## config.mk

```make
export PLATFORM = sky130hd
export DESIGN_NAME = ps2_key_receiver
export DESIGN_NICKNAME = d
export VERILOG_FILES = /design/src/rtl/ps2_pkg.sv /design/src/rtl/ps2_frame_rx.sv /design/src/rtl/ps2_key_receiver.sv
export SDC_FILE = /design/constraint.sdc
export NUM_CORES = 1
export LEC_CHECK = 0
export CAP_MARGIN = 0
export CORE_MARGIN = 3
export CORE_UTILIZATION = 60
export CTS_BUF_LIST = sky130_fd_sc_hd__clkbuf_4
export DETAILED_ROUTE_END_ITERATION = 8
export PLACE_DENSITY = 0.84
export SYNTH_ARGS = -nofsm -noshare
export SYNTH_HDL_FRONTEND = slang
export SYNTH_SLANG_ARGS = --single-unit
```

## constraint.sdc

```tcl
create_clock -name CLOCK -period 3.2 [get_ports CLOCK]
set_input_delay 0.32 -clock CLOCK [delete_from_list [all_inputs] [get_ports CLOCK]]
set_output_delay 0.32 -clock CLOCK [all_outputs]
set_load 0.03 [all_outputs]
```

## src/rtl/ps2_pkg.sv

```systemverilog
// Shared PS/2 definitions: scan-code constants, receiver FSM states and the
// direction bit indices used by the navigation and master state machines.
package ps2_pkg;

    localparam logic [7:0] PS2_EXT   = 8'hE0;
    localparam logic [7:0] PS2_BRK   = 8'hF0;

    localparam logic [7:0] PS2_UP    = 8'h75;
    localparam logic [7:0] PS2_RIGHT = 8'h74;
    localparam logic [7:0] PS2_DOWN  = 8'h72;
    localparam logic [7:0] PS2_LEFT  = 8'h6B;

    localparam logic [7:0] PS2_W     = 8'h1D;
    localparam logic [7:0] PS2_D     = 8'h23;
    localparam logic [7:0] PS2_S     = 8'h1B;
    localparam logic [7:0] PS2_A     = 8'h1C;

    localparam logic [1:0] DIR_UP    = 2'd0;
    localparam logic [1:0] DIR_RIGHT = 2'd1;
    localparam logic [1:0] DIR_DOWN  = 2'd2;
    localparam logic [1:0] DIR_LEFT  = 2'd3;

    typedef enum logic [1:0] {
        RX_IDLE,
        RX_DATA,
        RX_PARITY,
        RX_STOP
    } rx_state_t;

    typedef struct packed {
        logic       hit;
        logic [1:0] dir;
    } key_map_t;

    // Extended (E0-prefixed) arrow codes to direction bit index.
    function automatic key_map_t map_arrow(input logic [7:0] code);
        key_map_t m;
        m.hit = 1'b1;
        m.dir = DIR_UP;
        case (code)
            PS2_UP:    m.dir = DIR_UP;
            PS2_RIGHT: m.dir = DIR_RIGHT;
            PS2_DOWN:  m.dir = DIR_DOWN;
            PS2_LEFT:  m.dir = DIR_LEFT;
            default:   m.hit = 1'b0;
        endcase
        return m;
    endfunction

    function automatic key_map_t map_wasd(input logic [7:0] code);
        key_map_t m;
        m.hit = 1'b1;
        m.dir = DIR_UP;
        case (code)
            PS2_W:   m.dir = DIR_UP;
            PS2_D:   m.dir = DIR_RIGHT;
            PS2_S:   m.dir = DIR_DOWN;
            PS2_A:   m.dir = DIR_LEFT;
            default: m.hit = 1'b0;
        endcase
        return m;
    endfunction

endpackage

```

## src/rtl/ps2_frame_rx.sv

```systemverilog
// PS/2 frame receiver: input synchronisers, clock glitch filter, 11-bit frame
// FSM with an inactivity timeout; emits received bytes and error pulses.
module ps2_frame_rx
    import ps2_pkg::*;
#(
    parameter int FILTER_LEN     = 8,
    parameter int TIMEOUT_CYCLES = 100000
) (
    input  logic       clock,
    input  logic       reset,
    input  logic       ps2_clk,
    input  logic       ps2_data,
    output logic [7:0] rx_byte,
    output logic       rx_valid,
    output logic       parity_err,
    output logic       frame_err
);

    localparam int FW = $clog2(FILTER_LEN + 1);
    localparam int TW = $clog2(TIMEOUT_CYCLES + 1);

    logic          clk_meta, clk_sync;
    logic          data_meta, data_sync;
    logic          filt_level, filt_prev;
    logic [FW-1:0] filt_cnt;
    logic          fall_edge;

    rx_state_t     state, state_next;
    logic [2:0]    bit_cnt, bit_cnt_next;
    logic [7:0]    shift, shift_next;
    logic          perr_flag, perr_flag_next;
    logic [TW-1:0] to_cnt;
    logic          timeout_hit;

    logic          load_byte, valid_next, perr_next, ferr_next;

    // Both lines idle high, so the synchronisers reset to 1 to avoid a false edge.
    always_ff @(posedge clock) begin
        if (reset) begin
            clk_meta  <= 1'b1;
            clk_sync  <= 1'b1;
            data_meta <= 1'b1;
            data_sync <= 1'b1;
        end else begin
            clk_meta  <= ps2_clk;
            clk_sync  <= clk_meta;
            data_meta <= ps2_data;
            data_sync <= data_meta;
        end
    end

    always_ff @(posedge clock) begin
        if (reset) begin
            filt_level <= 1'b1;
            filt_prev  <= 1'b1;
            filt_cnt   <= '0;
        end else begin
            filt_prev <= filt_level;
            if (clk_sync == filt_level) begin
                filt_cnt <= '0;
            end else if (filt_cnt == FW'(FILTER_LEN - 1)) begin
                filt_level <= clk_sync;
                filt_cnt   <= '0;
            end else begin
                filt_cnt <= filt_cnt + 1'b1;
            end
        end
    end

    assign fall_edge   = filt_prev & ~filt_level;
    assign timeout_hit = (state != RX_IDLE) && !fall_edge &&
                         (to_cnt == TW'(TIMEOUT_CYCLES - 1));

    always_ff @(posedge clock) begin
        if (reset) begin
            to_cnt <= '0;
        end else if (state == RX_IDLE || fall_edge || timeout_hit) begin
            to_cnt <= '0;
        end else begin
            to_cnt <= to_cnt + 1'b1;
        end
    end

    always_ff @(posedge clock) begin
        if (reset) begin
            state     <= RX_IDLE;
            bit_cnt   <= '0;
            shift     <= '0;
            perr_flag <= 1'b0;
        end else begin
            state     <= state_next;
            bit_cnt   <= bit_cnt_next;
            shift     <= shift_next;
            perr_flag <= perr_flag_next;
        end
    end

    // Bits arrive LSB first, so each new bit enters at the top and shifts down.
    always_comb begin
        state_next     = state;
        bit_cnt_next   = bit_cnt;
        shift_next     = shift;
        perr_flag_next = perr_flag;
        load_byte      = 1'b0;
        valid_next     = 1'b0;
        perr_next      = 1'b0;
        ferr_next      = 1'b0;

        if (timeout_hit) begin
            state_next   = RX_IDLE;
            bit_cnt_next = '0;
            ferr_next    = 1'b1;
        end else if (fall_edge) begin
            case (state)
                RX_IDLE: begin
                    if (!data_sync) begin
                        state_next     = RX_DATA;
                        bit_cnt_next   = '0;
                        perr_flag_next = 1'b0;
                    end
                end
                RX_DATA: begin
                    shift_next   = {data_sync, shift[7:1]};
                    bit_cnt_next = bit_cnt + 3'd1;
                    if (bit_cnt == 3'd7) begin
                        state_next = RX_PARITY;
                    end
                end
                RX_PARITY: begin
                    perr_flag_next = (data_sync != ~^shift);
                    state_next     = RX_STOP;
                end
                RX_STOP: begin
                    state_next = RX_IDLE;
                    if (!data_sync) begin
                        ferr_next = 1'b1;
                    end else if (perr_flag) begin
                        perr_next = 1'b1;
                    end else begin
                        load_byte  = 1'b1;
                        valid_next = 1'b1;
                    end
                end
                default: state_next = RX_IDLE;
            endcase
        end
    end

    always_ff @(posedge clock) begin
        if (reset) begin
            rx_byte    <= '0;
            rx_valid   <= 1'b0;
            parity_err <= 1'b0;
            frame_err  <= 1'b0;
        end else begin
            if (load_byte) begin
                rx_byte <= shift;
            end
            rx_valid   <= valid_next;
            parity_err <= perr_next;
            frame_err  <= ferr_next;
        end
    end

endmodule

```

## src/rtl/ps2_key_receiver.sv

```systemverilog
// PS/2 keyboard receiver mapping arrow keys onto a PUSH_BUTTONS-ordered vector.
// Define PS2_WASD_EN to also map the W/A/S/D keys onto the same bits.
module ps2_key_receiver
    import ps2_pkg::*;
#(
    parameter int FILTER_LEN     = 8,
    parameter int TIMEOUT_CYCLES = 100000
) (
    input  logic       CLOCK,
    input  logic       RESET,
    input  logic       PS2_CLK,
    input  logic       PS2_DATA,
    output logic [3:0] KEY_BUTTONS,
    output logic [7:0] SCAN_CODE,
    output logic       SCAN_VALID,
    output logic       PARITY_ERR,
    output logic       FRAME_ERR
);

    logic       ext, brk;
    key_map_t   arrow_map;
    logic       key_hit;
    logic [1:0] key_dir;

    ps2_frame_rx #(
        .FILTER_LEN     (FILTER_LEN),
        .TIMEOUT_CYCLES (TIMEOUT_CYCLES)
    ) u_frame_rx (
        .clock      (CLOCK),
        .reset      (RESET),
        .ps2_clk    (PS2_CLK),
        .ps2_data   (PS2_DATA),
        .rx_byte    (SCAN_CODE),
        .rx_valid   (SCAN_VALID),
        .parity_err (PARITY_ERR),
        .frame_err  (FRAME_ERR)
    );

`ifdef PS2_WASD_EN
    key_map_t wasd_map;

    always_comb begin
        arrow_map = map_arrow(SCAN_CODE);
        wasd_map  = map_wasd(SCAN_CODE);
        key_hit   = ext && arrow_map.hit;
        key_dir   = arrow_map.dir;
        if (!ext && wasd_map.hit) begin
            key_hit = 1'b1;
            key_dir = wasd_map.dir;
        end
    end
`else
    always_comb begin
        arrow_map = map_arrow(SCAN_CODE);
        key_hit   = ext && arrow_map.hit;
        key_dir   = arrow_map.dir;
    end
`endif

    // Prefix bytes only arm flags; the next ordinary byte consumes them.
    always_ff @(posedge CLOCK) begin
        if (RESET) begin
            ext         <= 1'b0;
            brk         <= 1'b0;
            KEY_BUTTONS <= '0;
        end else if (PARITY_ERR || FRAME_ERR) begin
            ext <= 1'b0;
            brk <= 1'b0;
        end else if (SCAN_VALID) begin
            if (SCAN_CODE == PS2_EXT) begin
                ext <= 1'b1;
            end else if (SCAN_CODE == PS2_BRK) begin
                brk <= 1'b1;
            end else begin
                if (key_hit) begin
                    KEY_BUTTONS[key_dir] <= ~brk;
                end
                ext <= 1'b0;
                brk <= 1'b0;
            end
        end
    end

endmodule

```

# Word-level counts from Yosys, hierarchy flattened
# Index checks and enable logic that the tools add are counted.
[op_classes]
addsub = 3
order_cmp = 2
eq_ne = 17
muxes = 25
bitwise_logic = 11
reduce_logical = 27
[ops]
columns = ["op", "n"]
rows = [
  ["equality test 8 x 7 -> 1 bit, second input constant", 4],
  ["adder 17 x 1 -> 17 bit, second input constant", 1],
  ["equality test 17 bit, second input constant", 1],
  ["equality test 8 bit, second input constant", 2],
  ["two-way mux 1 bit", 16],
  ["inverter 1 bit", 10],
  ["AND reduction 3 bit", 3],
  ["one-hot mux 2 bit (4 select lines)", 1],
  ["XNOR reduction 8 bit", 1],
  ["one-hot mux 2 bit (3 select lines)", 1],
  ["one-hot mux 3 bit (2 select lines)", 1],
  ["AND reduction 2 bit", 3],
  ["nonzero test 2 bit", 3],
  ["OR reduction 2 bit", 3],
  ["AND reduction 5 bit", 1],
  ["OR reduction 5 bit", 1],
  ["adder 4 x 1 -> 4 bit, second input constant", 1],
  ["bitwise mux 4 bit", 1],
  ["equality test 2 bit, second input constant", 2],
  ["equality test 4 x 3 -> 1 bit, second input constant", 1],
  ["logical AND 1 bit", 4],
  ["two-way mux 2 bit", 2],
  ["!= test 2 bit, second input constant", 2],
  ["AND reduction 4 bit", 1],
  ["other kinds (17)", 19],
]
[word_totals]
ff_bits = 58
inputBits = 4
output_inout_bits = 15
wordCells = 104

# Depth between registers and ports, before layout
[depth]
ltp_word = 7
depth_mapped = 7
ltp_nobuf = 6

# Modules after synthesis
# Synthesis repeated with hierarchy kept, for this count alone.
[hier_totals]
cells_unflattened = 267
area_unflattened_um2 = 2593.7
[by_module_without_submodules]
columns = ["module", "instances", "cells_each", "area_each_um2", "seq_area_each_um2"]
rows = [
  ["ps2_frame_rx", 1, 235, 2268.4, 1041.0],
  ["ps2_key_receiver", 1, 32, 325.3, 120.1],
]

# Worst setup path before layout
# Ideal clock, no wire load.
[synth_path]
path_kind = "reg2reg"
startpoint = "register u_frame_rx.to_cnt[0]"
endpoint = "register u_frame_rx.to_cnt[16]"
setup_ps = 70
arrival_ps = 1562
required_ps = 3130
path_slack_ps = 1568
path_stages_with_launch = 6
path_buffers = 0
period_less_slack_ps = 1632
cell_sequence = "dfxtp_1 > ha_1 > and4_1 > nand3_1 > or4b_1 > a21oi_1"
[synth_between]
elab_chain_cells = 4
word_cells_on_any_way = 5
cone_classes = "1 x add/sub; 1 x eq/ne; 3 x reduce/logical"
[synth_rtl]
columns = ["element", "line_no", "text"]
rows = [
  ["start: declaration", "ps2_frame_rx.sv:32", "logic [TW-1:0] to_cnt;"],
  ["start signal: assignment", "ps2_frame_rx.sv:80", "to_cnt <= to_cnt + 1'b1;"],
  ["parallel branches: the longest is 4 deep, another holds adder 17 x 1 -> 17 bit", "--", ""],
]
# Several ways; the timed one is not identified.
# A chain may end at the register's enable or synchronous reset.

# Final worst setup path
[layout_path]
startpoint = "register u_frame_rx.to_cnt[0]"
endpoint = "register u_frame_rx.to_cnt[7]"
# The elaborated chain is that of the path after synthesis.

==> reports/results.ini <==
[outcome]
outcome=completed

[synth]
postSynthCellCount=264
ys_warn_count=0
synth_top_area_share=0.458
synthArstFlopShare=0
syn_area_sq_mm=0.00253
ys_seq_area_frac=0.458
synth.largest_area_cell=dfxtp_1
synthesis.nets=276
synth_seq_cells=58
synth_edf_count=0
synthFlopType=dfxtp_1
yosys-top-cells-area=dfxtp_1, mux2i_1, nor2_1
avgSynthCellArea_sq_um=9.59
ys_types=45

[hold_path]
hp-start=u_frame_rx.data_meta
holdPathEnd=u_frame_rx.data_sync
worstHoldPathType=reg2reg
holdPathStages=1

[timing]
setup_violations=0
period_share=0.627
relSlewSlack=0.638
period_minus_slack_ns=2.01
rsz0062_at_grt=false
clock_skew_ns=0.0111
hold_viol=0
drv_slew=0
final.setup.tns_ns=0
worstMarginPinSlew_ns=0.543
fmax_mhz=498
fin_hold_ws_ns=0.415

[detailed_routing]
drt_pass1_iterations=4
via_per_inst=5.58
wl_per_cell_um=13.5
drtAntennaViolNets=0
remaining_drc_errors=0
vias=1892
dr.first_iter.drc_count=111
wl_um=4560

[setup_path]
cp-start-kind=flop
r2r_slack_ns=1.19
cp.required_ns=3.47
r2r-start=u_frame_rx.to_cnt[0]
crit_type=reg2reg
reg2reg_to=u_frame_rx.to_cnt[7]
r2r_cells=5
cp_data_arrival_time_ns=2.27
cp-end-kind=flop
path_max_fanout=17

[clocking]
ctsHtreeMaxLevel=3
hold_buffers=0
path_clk_slew_ns=0.10
cts_tree=built
clock-sinks=58
cts_made_buffers=9
clk_latency_ns=0.40
cts_setup_buffers=0
cts_buffer_depth=2
post_cts_resized=0
root_buffer=clkbuf_4

[power]
p_leak_uw=0.00108
power_density_mw_per_mm2=413
ir_worst_vdd_mv=0.337

[layout]
area_growth_pct=12.5
drive_above_1_share=0.0997
nets=298
utilization=0.739
diodes=0

[global_route]
grt_pass1_vias=1728
grt_use_total=0.201
grt_max_degree=33
antenna_found_initial=0
grt_first_pass_wirelength_um=8000
gr-total-overflow=0

[placement]
hpwlAfterDp_um=3190
routabilityCongestion=0.864
io_buffers=18

[die]
top_level_ports=19
fp.dieH_um=71.0
die-area_sq_mm=0.00504
fp.dieW_um=71.0
core_sq_mm=0.00385
initial_core_util=0.657
num_rows=22

[run]
drv_cap=0

cell families after synthesis:
kind of cell	share of synthesized area
AOI/OAI and AO/OA	0.0464
buffers and inverters	0.0296
xor gates and xnor gates	0.0850
muxes	0.0830
and+or+nand+nor	0.258
DFF	0.458
adders and majority gates	0.0395
stage by stage:
stage	cell area [sq um]	worst slack (ns)	power [uW]	std cells
3_3_place_gp	2740	1.35	762	323
4_1_cts	2850	1.20	1180	339
5_1_grt	2850	0.874	1220	339
6_report	2850	1.19	1180	339
3_5_place_dp	2740	1.22	762	323
2_1_floorplan	2530	1.57	754	264
how the worst max path moves through the flow:
stage | start | cells after the start | slack [ns] | end
floorplan | u_frame_rx.to_cnt[0] | 5 | 1.57 | u_frame_rx.to_cnt[16]
global placement | u_frame_rx.to_cnt[0] | 5 | 1.35 | u_frame_rx.to_cnt[12]
detailed placement | u_frame_rx.to_cnt[0] | 5 | 1.22 | u_frame_rx.to_cnt[7]
CTS | u_frame_rx.to_cnt[0] | 5 | 1.20 | u_frame_rx.to_cnt[7]
global route | u_frame_rx.to_cnt[0] | 5 | 0.87 | u_frame_rx.to_cnt[7]
finish | u_frame_rx.to_cnt[0] | 5 | 1.19 | u_frame_rx.to_cnt[7]
report_power, final:
part | total (uW) | internal (uW) | switching [uW]
combinational | 19.3 | 9.07 | 10.2
sequential | 726 | 724 | 1.71
clock | 430 | 162 | 269
total | 1180 | 895 | 281
registers in the layout, summed over array words and instances (netlist names), 2 cells and up:
register and count:
u_frame_rx.to_cnt 17, u_frame_rx.rx_byte 8, u_frame_rx.shift 8, KEY_BUTTONS 4
u_frame_rx.filt_cnt 4, u_frame_rx.bit_cnt 3, u_frame_rx.state 2
worst max-delay path: stages (launching register included):
cell     delay (ns)
dfxtp_1        0.44
ha_1           0.30
nand4_1        0.12
nor4_1         0.37
a21o_1         0.53
nor2_1         0.11
Yosys cell counts, types with 3 or more instances:
master / number
ha_1: 8
nor2_1: 49
a21oi_1: 6
xnor2_1: 12
nand2_1: 9
nand3_1: 11
or3_1: 3
xor2_1: 10
or2_2: 6
buf_4: 3
dfxtp_1: 58
nand3b_1: 3
inv_1: 7
nor4_1: 4
nand4_1: 12
buf_2: 3
clkbuf_1: 3
mux2i_1: 21
nor2b_1: 4
layout by cell type (no fill, tap or decap), types with 2 or more instances in the layout:
| master | n |
|---|---|
| dfxtp_1 | 58 |
| nor2_1 | 49 |
| mux2i_1 | 21 |
| clkdlybuf4s50_1 | 18 |
| nand4_1 | 12 |
| xnor2_1 | 12 |
| nand3_1 | 11 |
| xor2_1 | 10 |
| clkbuf_4 | 10 |
| nand2_1 | 9 |
| ha_1 | 8 |
| inv_1 | 7 |
| a21oi_1 | 6 |
| or2_2 | 6 |
| nor2b_1 | 4 |
| nor4_1 | 4 |
| nand3b_1 | 3 |
| or3_1 | 3 |
| and4bb_2 | 2 |
| and4b_1 | 2 |
| and3_1 | 2 |
| and2_1 | 2 |
| a32oi_1 | 2 |
| o21ai_0 | 2 |
| clkinv_2 | 2 |
| clkinv_1 | 2 |
| buf_4 | 2 |
routing by layer:
metal	vias to the layer above	global-route usage	routed length [um]	part of all wire
met5	-	0	0	0
met4	0	0.100	106	0.023
met2	34	0.296	2060	0.45
met3	11	0.0554	193	0.042
li1	971	-	-	-
met1	876	0.272	2210	0.48
cell type report:
| class | instances | area, sq um |
|---|---|---|
| multi-input cells | 190 | 1300 |
| flip-flops and latches | 58 | 1160 |
| fillers | 286 | 1010 |
| repair buffers | 20 | 195 |
| clock buffers | 10 | 75.1 |
| well taps | 48 | 60.1 |
| clock inverters | 6 | 33.8 |
| inverters | 7 | 26.3 |
(Power assumes the default switching activity.)
